==> src/rtl/gal_olmc_bank.sv <==
// Bank of GAL output logic macrocells with a streamed, atomically committed mode config.
// Optional synchronous preset input SP is enabled by defining GAL_OLMC_SP_EN.
module gal_olmc_bank #(
  parameter int N = 8
) (
  input  logic         C,
  input  logic         AR_N,
  input  logic [N-1:0] A,
  input  logic [N-1:0] OE,
  output logic [N-1:0] Y,
  output logic [N-1:0] Y_EN,
  output logic [N-1:0] FB,
`ifdef GAL_OLMC_SP_EN
  input  logic         SP,
`endif
  input  logic         cfg_valid,
  input  logic [1:0]   cfg_data,
  output logic         cfg_ready,
  output logic         cfg_busy
);

  localparam int CW = (N > 1) ? $clog2(N) : 1;
  localparam logic [CW-1:0] LAST_IDX = CW'(N - 1);

  typedef enum logic [1:0] {IDLE, LOAD, COMMIT} state_t;

  state_t        state;
  logic [CW-1:0] idx;
  logic [N-1:0]  q;
  logic [N-1:0]  sh_reg, sh_inv;
  logic [N-1:0]  act_reg, act_inv;
  logic [N-1:0]  sel;

  always_ff @(posedge C or negedge AR_N) begin
    if (!AR_N) begin
      q <= '0;
    end else begin
`ifdef GAL_OLMC_SP_EN
      q <= SP ? '1 : A;
`else
      q <= A;
`endif
    end
  end

  // Beats land in the shadow; the active mode only changes on the COMMIT edge.
  always_ff @(posedge C or negedge AR_N) begin
    if (!AR_N) begin
      state     <= IDLE;
      idx       <= '0;
      sh_reg    <= '0;
      sh_inv    <= '0;
      act_reg   <= '0;
      act_inv   <= '0;
      cfg_ready <= 1'b1;
      cfg_busy  <= 1'b0;
    end else begin
      case (state)
        IDLE: begin
          if (cfg_valid) begin
            sh_reg[0] <= cfg_data[1];
            sh_inv[0] <= cfg_data[0];
            cfg_busy  <= 1'b1;
            if (N == 1) begin
              state     <= COMMIT;
              idx       <= '0;
              cfg_ready <= 1'b0;
            end else begin
              state <= LOAD;
              idx   <= CW'(1);
            end
          end
        end
        LOAD: begin
          if (cfg_valid) begin
            sh_reg[idx] <= cfg_data[1];
            sh_inv[idx] <= cfg_data[0];
            if (idx == LAST_IDX) begin
              state     <= COMMIT;
              cfg_ready <= 1'b0;
            end else begin
              idx <= idx + CW'(1);
            end
          end
        end
        COMMIT: begin
          act_reg   <= sh_reg;
          act_inv   <= sh_inv;
          idx       <= '0;
          state     <= IDLE;
          cfg_ready <= 1'b1;
          cfg_busy  <= 1'b0;
        end
        default: begin
          state     <= IDLE;
          idx       <= '0;
          cfg_ready <= 1'b1;
          cfg_busy  <= 1'b0;
        end
      endcase
    end
  end

  always_comb begin
    sel  = (act_reg & q) | (~act_reg & A);
    Y    = sel ^ act_inv;
    FB   = (act_reg & q) | (~act_reg & Y);
    Y_EN = OE;
  end

endmodule
==> config.mk <==
export PLATFORM = sky130hd
export DESIGN_NAME = gal_olmc_bank
export DESIGN_NICKNAME = d
export VERILOG_FILES = /design/src/rtl/gal_olmc_bank.sv
export SDC_FILE = /design/constraint.sdc
export NUM_CORES = 1
export LEC_CHECK = 0
export ABC_AREA = 0
export ABC_CLOCK_PERIOD_IN_PS = 3100
export CAP_MARGIN = 20
export CORE_UTILIZATION = 54
export DETAILED_ROUTE_END_ITERATION = 10
export GPL_ROUTABILITY_DRIVEN = 0
export PLACE_DENSITY = 0.93
export SLEW_MARGIN = 10
export SYNTH_ARGS = -nofsm -noshare
export SYNTH_HDL_FRONTEND = slang
export SYNTH_SLANG_ARGS = --single-unit
==> constraint.sdc <==
create_clock -name C -period 3.1 [get_ports C]
set_input_delay 0.31 -clock C [delete_from_list [all_inputs] [get_ports C]]
set_output_delay 0.31 -clock C [all_outputs]
set_load 0.005 [all_outputs]
==> flow_summary.ini, run 1 <==
[status]
status = completed

[clocking]
hold_buffers = 0
ctsResizeCount = 0
clock_insertion_delay_worst_skew_ps = 300
cts.clk_slew.worst_paths_ps = 80
htree_num_levels = 2
cts-root-to-sink-buffers = 2
clkSinkCount = 47
cts-buffers-inserted = 5
clock_tree.root_cell = sky130_fd_sc_hd__clkbuf_8
postCtsSetupBuffers = 0
cts_tree = built

[timing]
max-slew-margin-rel = 0.552
clock_period_minus_final_worst_setup_slack_ps = 1960
timing.setup.tns_ps = 0
fmax_mhz = 510
maxSlewViolCount = 0
grt_setup_unrepaired = false
hold_viol_final = 0
timing_worst_slew_pin_value_ps = 671
setup_violations = 0
timing.clock.skew_ps = 4.51
post-route-period-util = 0.633

[floorplan]
core_region_area_sq_um = 3770
dieArea_sq_um = 4320
num_rows = 22
floorplan.initialDensity = 0.582
ioPinCount = 47
floorplan.die.height_um = 65.7
dieWidth_um = 65.7

[finish]
count_of_inserted_antenna_diode_cells = 0
layout_common_cells = sky130_fd_sc_hd__dfrtp_1, sky130_fd_sc_hd__mux2_2, sky130_fd_sc_hd__clkdlybuf4s50_1
final_core_util = 0.680
layout_commonest_cell = sky130_fd_sc_hd__dfrtp_1
design.final.nets = 220
final_layout_size_suffix_gt1_frac = 0.237
growth_of_design_area_from_synthesis_to_finish_pct = 17.0

[grt]
antenna_violations_before_repair = 0
globalRouteTotalUtil = 0.199
grt_pass1_wl_um = 6400
gr-total-overflow = 0
pin_count_of_the_biggest_net_entering_global_routing = 48
grt_pass1_vias = 1344

[logic_synthesis]
dominantRegCellSynth = sky130_fd_sc_hd__dfrtp_1
async_flop_share = 1.00
number_of_synthesized_flops_with_an_enable_pin = 0
postSynthRegisterBits = 47
syn-mean-instance-area_sq_um = 12.8
post_synthesis_cell_area_sq_um = 2190
synth-warning-count = 0
postSynthCellCount = 172
ys_seq_area_frac = 0.537
synth_nets = 195
post_synth_num_cell_types = 28

[drt]
route.detailed.wl_per_inst_um = 14.6
via_per_inst = 5.39
drt_iter0_markers = 34
post-route-drc-count = 0
vias = 1326
route.final.wire_length_um = 3600
ant_nets = 0
number_of_iterations_in_the_first_detailed_routing_pass = 4

[critical_path]
worst-endpoint-arrival_ps = 1650
endpoint_kind = output pin
critical_path_required_ps = 2790
path_class = primary input to output pin
crit_path_max_fanout = 3
r2r_end = act_inv[4]$_DFFE_PN0N_
reg2reg_depth = 3
reg2reg_from = state[1]$_DFFE_PN0P_
regToRegSetupSlack_ps = 1230
cp-start-kind = primary input

[pwr]
vdd_ir_drop_max_v = 0.000500
power_density_nw_per_um2 = 850
p_leak_nw = 1.10

[min_path]
min-delay-path-class = primary input to async pin

[placed_design]
dp.final_hpwl_um = 2620
buffer_ports.inserted = 30

[job]
timing.max_cap.violations = 0
-- where the power goes --
group          internal (mW)  switching [mW]
Combinational          0.540           0.261
Clock                  0.154           0.195
Sequential             0.830           0.200
Total                   1.52           0.656
-- cell usage after synthesis (2+ instances only) --
cell type | count | area [sq um]
sky130_fd_sc_hd__ha_1 | 2 | 25.0
sky130_fd_sc_hd__o21ai_0 | 11 | 55.1
sky130_fd_sc_hd__a22oi_1 | 2 | 15.0
sky130_fd_sc_hd__nor2b_1 | 2 | 12.5
sky130_fd_sc_hd__buf_4 | 10 | 75.1
sky130_fd_sc_hd__mux2_2 | 30 | 338
sky130_fd_sc_hd__clkbuf_1 | 2 | 7.51
sky130_fd_sc_hd__buf_2 | 2 | 10.0
sky130_fd_sc_hd__nand2_1 | 13 | 48.8
sky130_fd_sc_hd__mux2i_1 | 9 | 90.1
sky130_fd_sc_hd__nor2_1 | 8 | 30.0
sky130_fd_sc_hd__nor3b_1 | 2 | 15.0
sky130_fd_sc_hd__nand3b_1 | 3 | 22.5
sky130_fd_sc_hd__dfrtp_1 | 46 | 1150
sky130_fd_sc_hd__mux2_4 | 2 | 30.0
sky130_fd_sc_hd__xnor2_1 | 16 | 140
-- worst max-delay path, stage by stage --
cell and delay (ps):
sky130_fd_sc_hd__clkdlybuf4s50_1 450, sky130_fd_sc_hd__mux2i_1 190, sky130_fd_sc_hd__xnor2_1 160, sky130_fd_sc_hd__clkdlybuf4s50_1 540
-- layout make-up --
type	count	area, sq um
fill	263	1200
sequential	47	1180
multi-input combinational	109	908
timing repair buffer	33	333
clock buffer	5	68.8
tap	48	60.1
clock inverter	3	15.0
inverter	1	3.75
-- logic make-up after synthesis --
family                   count (synthesis)  share of synthesized area
buffers and inverters                   16                     0.0491
AO/OA/AOI/OAI                           16                     0.0411
XOR/XNOR                                16                     0.0639
AND/OR/NAND/NOR                         34                     0.0890
flip-flops                              47                      0.537
adder cells (fa/ha/maj)                  2                     0.0114
multiplexers                            41                      0.209
-- worst max path at each step --
stage,startpoint,endpoint,slack (ps)
6_report,A[5],Y[5],1140
5_1_grt,A[2],Y[2],1060
4_1_cts,act_reg[5]$_DFFE_PN0N_,Y[5],1110
3_5_place_dp,cfg_valid,sh_inv[5]$_DFFE_PN0P_,1090
3_3_place_gp,cfg_valid,sh_inv[5]$_DFFE_PN0P_,1150
2_1_floorplan,state[1]$_DFFE_PN0P_,sh_inv[1]$_DFFE_PN0P_,1680
-- per-layer routing --
metal  track usage  part of all wire  up-vias
met4        0.0679             0.018        0
met1         0.253              0.43      649
li1              -                 -      633
met3        0.0503             0.049       10
met2         0.328              0.50       34
met5             0                 0        -
-- per-stage QoR --
stage               power (mW)  instance area [sq um]  std cells  setup slack [ps]  hold slack [ps]
global route              2.35                   2570        246              1060              398
finish                    2.18                   2570        246              1140              399
global placement          1.78                   2450        236              1150              476
floorplan                 1.47                   2190        172              1680             14.4
CTS                       2.20                   2540        244              1110              213
detailed placement        1.85                   2450        236              1090              490
No activity file was read; power rests on OpenSTA's default activity.
==> run 2, diff against run 1 <==
--- a/config.mk
+++ b/config.mk
@@ -6,12 +6,12 @@
 export NUM_CORES = 1
 export LEC_CHECK = 0
 export ABC_AREA = 0
-export ABC_CLOCK_PERIOD_IN_PS = 3100
+export ABC_CLOCK_PERIOD_IN_PS = 1700
 export CAP_MARGIN = 20
-export CORE_UTILIZATION = 54
+export CORE_UTILIZATION = 45
 export DETAILED_ROUTE_END_ITERATION = 10
 export GPL_ROUTABILITY_DRIVEN = 0
-export PLACE_DENSITY = 0.93
+export PLACE_DENSITY = 0.84
 export SLEW_MARGIN = 10
 export SYNTH_ARGS = -nofsm -noshare
 export SYNTH_HDL_FRONTEND = slang
==> constraint.sdc (replaced) <==
create_clock -name C -period 1.7 [get_ports C]
set_input_delay 0.17 -clock C [delete_from_list [all_inputs] [get_ports C]]
set_output_delay 0.17 -clock C [all_outputs]
set_load 0.005 [all_outputs]
==> flow_summary.ini, run 2 (synthesis gave the netlist of run 1 again) <==
[critical_path]
path_class = register to register
critical_path_required_ps = 1910
worst-endpoint-arrival_ps = 1720
cp-start-kind = register
crit_path_max_fanout = 7
regToRegSetupSlack_ps = 190
crit_slowest_cell = sky130_fd_sc_hd__dfrtp_1
critical_path.cell_chain = ha_1 > ha_1 > nor2b_1 > a22oi_1 > o21ai_0
timing.critical_path.buf_inv = 0
slowest_delay_ps = 480
critical_path.top_delay_family = adder cells
crit_top_cell = sky130_fd_sc_hd__ha_1
endpoint_kind = register

[timing]
max-slew-margin-rel = 0.526
grt_setup_unrepaired = false
hold_viol_final = 0
clock_period_minus_final_worst_setup_slack_ps = 1510
post-route-period-util = 0.886
fmax_mhz = 664
timing.setup.tns_ps = 0
timing.clock.skew_ps = 9.01
maxSlewViolCount = 0
layout_setup_ws_ps = 193
setup_violations = 0
hold-worst-slack_ps = 340
timing_worst_slew_pin_value_ps = 711

[pwr]
power.share.switching = 0.297
switchingPower_mw = 1.17
p_int_mw = 2.78
p_leak_nw = 1.25
combPwrFrac = 0.373
p_clk_frac = 0.162
power_density_nw_per_um2 = 1470
power_frac_seq = 0.464
vdd_ir_drop_max_v = 0.000716

[grt]
grt_pass1_vias = 1351
gr-total-overflow = 0
globalRouteTotalUtil = 0.155
grt_pass1_wl_um = 6090
pin_count_of_the_biggest_net_entering_global_routing = 34
antenna_violations_before_repair = 0

[finish]
design.final.nets = 235
layout_common_cells = sky130_fd_sc_hd__dfrtp_1, sky130_fd_sc_hd__mux2_2, sky130_fd_sc_hd__buf_4
instances_no_fill = 267
postLayoutCellArea_sq_um = 2680
growth_of_design_area_from_synthesis_to_finish_pct = 22.2
count_of_inserted_antenna_diode_cells = 0
final_layout_size_suffix_gt1_frac = 0.282
layout_commonest_cell = sky130_fd_sc_hd__dfrtp_1

[drt]
post-route-drc-count = 0
via_per_inst = 5.16
number_of_iterations_in_the_first_detailed_routing_pass = 5
ant_nets = 0
drt_iter0_markers = 41
route.detailed.wl_per_inst_um = 13.3
vias = 1379
route.final.wire_length_um = 3550

[job]
timing.max_cap.violations = 0

[clocking]
clock_tree.root_cell = sky130_fd_sc_hd__clkbuf_8
cts-buffers-inserted = 5
cts_tree = built
clkSinkCount = 47
clock_insertion_delay_worst_skew_ps = 300
cts-root-to-sink-buffers = 2
cts.clk_slew.worst_paths_ps = 80
htree_num_levels = 2

[placed_design]
buffer_ports.inserted = 30
placement.setup.worst_slack_ps = 23.3
dp.final_hpwl_um = 2430
dp.cells = 249
dpl-instance-area_sq_um = 2510

[floorplan]
dieWidth_um = 71.8
floorplan.die.height_um = 71.8
ioPinCount = 47
core_region_area_sq_um = 4690
num_rows = 25
floorplan.initialDensity = 0.467
dieArea_sq_um = 5160

[status]
status = completed

[min_path]
min-delay-path-class = primary input to output pin
[run 2: cell types whose count changed in the layout (fill, tap and decap cells not counted), sizes merged]
cell           delta
dlymetal6s2s      +8
clkdlybuf4s50    -16
clkinv            -2
dlygate4sd2       +8
buf              +15
clkbuf            +2
[run 2: repair_timing]
item / in CTS / in global routing
setup endpoints to repair: 10 / 8
pin swaps: 0 / 0
setup buffers: 7 / 2
gates resized for setup: 9 / 8
cloned: 0 / 0
hold endpoints to repair: 30 / 0
hold buffers: 1 / 0
[run 2: per-layer routing]
layer  up-vias  GRT usage  wire [um]  share of wire
met4         0     0.0675         57          0.016
li1        667          -          -              -
met5         -          0          0              0
met2        28      0.242       1710           0.48
met3         6     0.0464        170          0.048
met1       678      0.201       1610           0.45
[run 2: path summary, 6_finish.rpt]
path / start / end / cells after the start
setup / recovery: idx[0]$_DFFE_PN0P_ / idx[2]$_DFFE_PN0P_ / 5
hold / removal: OE[2] / Y_EN[2] / 0
max in group asynchronous: AR_N / q[5]$_DFF_PN0_ / 3
setup reg to reg: idx[0]$_DFFE_PN0P_ / idx[2]$_DFFE_PN0P_ / 5
min in group asynchronous: AR_N / act_reg[4]$_DFFE_PN0N_ / 2
hold reg to reg: cfg_ready$_DFFE_PN1P_ / cfg_ready$_DFFE_PN1P_ / 2
[run 2: worst reg2reg max path, stage by stage (launching register included)]
cell and delay, ps:
sky130_fd_sc_hd__dfrtp_1 480, sky130_fd_sc_hd__ha_1 240, sky130_fd_sc_hd__ha_1 260, sky130_fd_sc_hd__nor2b_1 180
sky130_fd_sc_hd__a22oi_1 80, sky130_fd_sc_hd__o21ai_0 180
[run 2: per-stage QoR]
| step | util | power [mW] |
|---|---|---|
| floorplan | - | 2.68 |
| global placement | 0.535 | 3.29 |
| detailed placement | 0.535 | 3.37 |
| CTS | 0.564 | 4.01 |
| global route | 0.571 | 4.22 |
| finish | 0.571 | 3.95 |
[run 2: area by class of cell]
| type | count | area [sq um] |
|---|---|---|
| Clock inverter | 1 | 5.00 |
| Fill cell | 383 | 2010 |
| Timing Repair Buffer | 48 | 443 |
| Multi-Input combinational cell | 109 | 908 |
| Sequential cell | 47 | 1180 |
| Clock buffer | 7 | 76.3 |
| Tap cell | 54 | 67.6 |
| Inverter | 1 | 3.75 |
[run 2: power groups by stage]
| stage | combinational [mW] | clock, mW | sequential [mW] |
|---|---|---|---|
| floorplan | 0.937 | 0 | 1.75 |
| global placement | 1.43 | 0 | 1.86 |
| detailed placement | 1.48 | 0 | 1.88 |
| CTS | 1.51 | 0.661 | 1.84 |
| global route | 1.63 | 0.696 | 1.90 |
| finish | 1.48 | 0.642 | 1.84 |
==> run 3, diff against run 2 <==
--- a/config.mk
+++ b/config.mk
@@ -8,10 +8,13 @@
 export ABC_AREA = 0
 export ABC_CLOCK_PERIOD_IN_PS = 1700
 export CAP_MARGIN = 20
+export CORE_ASPECT_RATIO = 0.5
 export CORE_UTILIZATION = 45
+export CTS_CLUSTER_DIAMETER = 30
 export DETAILED_ROUTE_END_ITERATION = 10
 export GPL_ROUTABILITY_DRIVEN = 0
 export PLACE_DENSITY = 0.84
+export SKIP_CTS_REPAIR_TIMING = 1
 export SLEW_MARGIN = 10
 export SYNTH_ARGS = -nofsm -noshare
 export SYNTH_HDL_FRONTEND = slang
==> flow_summary.ini, run 3 (synthesis gave the netlist of run 1 again) <==
[placed_design]
dp.final_hpwl_um = 2700
buffer_ports.inserted = 30

[floorplan]
num_rows = 17
dieWidth_um = 101
ioPinCount = 47
floorplan.die.height_um = 51.4
floorplan.initialDensity = 0.484
dieArea_sq_um = 5170
core_region_area_sq_um = 4530

[drt]
drt_iter0_markers = 35
post-route-drc-count = 0
route.final.wire_length_um = 3850
route.detailed.wl_per_inst_um = 13.9
via_per_inst = 4.97
vias = 1376
number_of_iterations_in_the_first_detailed_routing_pass = 4
ant_nets = 0

[pwr]
vdd_ir_drop_max_v = 0.000639
p_leak_nw = 1.31
power_density_nw_per_um2 = 1500

[critical_path]
reg2reg_depth = 5
worst-endpoint-arrival_ps = 1470
critical_path_required_ps = 1530
r2r_end = idx[2]$_DFFE_PN0P_
reg2reg_from = idx[1]$_DFFE_PN0P_
regToRegSetupSlack_ps = 190
timing.critical_path.from = act_inv[0]$_DFFE_PN0N_
endpoint = FB[0]
cp-start-kind = register
path_class = register to output pin
endpoint_kind = output pin
crit_path_max_fanout = 2

[timing]
timing_worst_slew_pin_value_ps = 591
max-slew-margin-rel = 0.606
timing.clock.skew_ps = 11.3
hold-worst-slack_ps = 340
timing.setup.tns_ps = 0
grt_setup_unrepaired = false
maxSlewViolCount = 0
clock_period_minus_final_worst_setup_slack_ps = 1640
fmax_mhz = 610
post-route-period-util = 0.964
setup_violations = 0
hold_viol_final = 0

[finish]
layout_commonest_cell = sky130_fd_sc_hd__dfrtp_1
count_of_inserted_antenna_diode_cells = 0
layout_common_cells = sky130_fd_sc_hd__dfrtp_1, sky130_fd_sc_hd__mux2_2, sky130_fd_sc_hd__xnor2_1
growth_of_design_area_from_synthesis_to_finish_pct = 24.7
design.final.nets = 233
final_layout_size_suffix_gt1_frac = 0.280

[clocking]
clock_tree.root_cell = sky130_fd_sc_hd__clkbuf_8
cts-root-to-sink-buffers = 2
clkSinkCount = 47
htree_num_levels = 2
cts-buffers-inserted = 5
cts.clk_slew.worst_paths_ps = 80
clock_insertion_delay_worst_skew_ps = 310
cts_tree = built

[grt]
grt_pass1_vias = 1380
antenna_violations_before_repair = 0
pin_count_of_the_biggest_net_entering_global_routing = 27
grt_pass1_wl_um = 6660
globalRouteTotalUtil = 0.174
gr-total-overflow = 0

[status]
status = completed

[min_path]
min-delay-path-class = primary input to output pin
hold_depth = 0

[job]
timing.max_cap.violations = 0
[run 3: cell count changes in the layout (fill, tap and decap cells not counted), moves of 3 or more]
cell                             delta
sky130_fd_sc_hd__buf_4              -3
sky130_fd_sc_hd__dlygate4sd2_1      -8
sky130_fd_sc_hd__o21ai_1            +3
sky130_fd_sc_hd__dlymetal6s2s_1     +7
sky130_fd_sc_hd__o21ai_0            -3
[run 3: area by class of cell]
cell class                 instances  area (sq um)
clock buffer                       7          86.3
clock inverter                     1          8.76
fill                             337          1800
inverter                           1          3.75
multi-input combinational        109           908
sequential                        47          1180
tap                               66          82.6
timing repair buffer              46           468
[run 3: worst max-delay path, stage by stage (launching register included)]
cell,delay (ps)
sky130_fd_sc_hd__dfrtp_1,400
sky130_fd_sc_hd__xnor2_1,130
sky130_fd_sc_hd__o21ai_1,130
sky130_fd_sc_hd__clkdlybuf4s50_1,510
[run 3: worst min-delay path by stage]
stage,from,endpoint,slack [ps]
finish,OE[2],Y_EN[2],340
global route,OE[5],Y_EN[5],340
CTS,AR_N,cfg_busy$_DFFE_PN0P_,-130
detailed placement,AR_N,state[0]$_DFFE_PN0P_,210
global placement,AR_N,cfg_busy$_DFFE_PN0P_,200
floorplan,AR_N,act_inv[0]$_DFFE_PN0N_,-130
[run 3: per-layer routing]
metal | wire (um) | up-vias | GRT usage | share of wire
li1 | - | 660 | - | -
met1 | 1740 | 683 | 0.226 | 0.45
met2 | 1870 | 17 | 0.272 | 0.48
met3 | 154 | 16 | 0.0616 | 0.040
met4 | 84 | 0 | 0.0652 | 0.022
met5 | 0 | - | 0 | 0
[run 3: per-stage QoR]
| stage | util | cell area, sq um | instances | worst slack [ps] | total power, mW |
|---|---|---|---|---|---|
| finish | 0.604 | 2740 | 277 | 60.8 | 4.11 |
| global route | 0.604 | 2740 | 277 | 5.93 | 4.41 |
| CTS | 0.577 | 2610 | 266 | -140 | 4.09 |
| detailed placement | 0.556 | 2520 | 258 | 23.4 | 3.37 |
| global placement | 0.556 | 2520 | 258 | 43.2 | 3.27 |
| floorplan | - | 2190 | 172 | 285 | 2.68 |
[run 3: where the power goes]
part | leakage (nW) | total, mW | switching (mW) | internal (mW)
logic | 0.671 | 1.55 | 0.517 | 1.03
registers | 0.590 | 1.86 | 0.347 | 1.51
clock network | 0.0484 | 0.703 | 0.370 | 0.333
total | 1.31 | 4.11 | 1.23 | 2.88
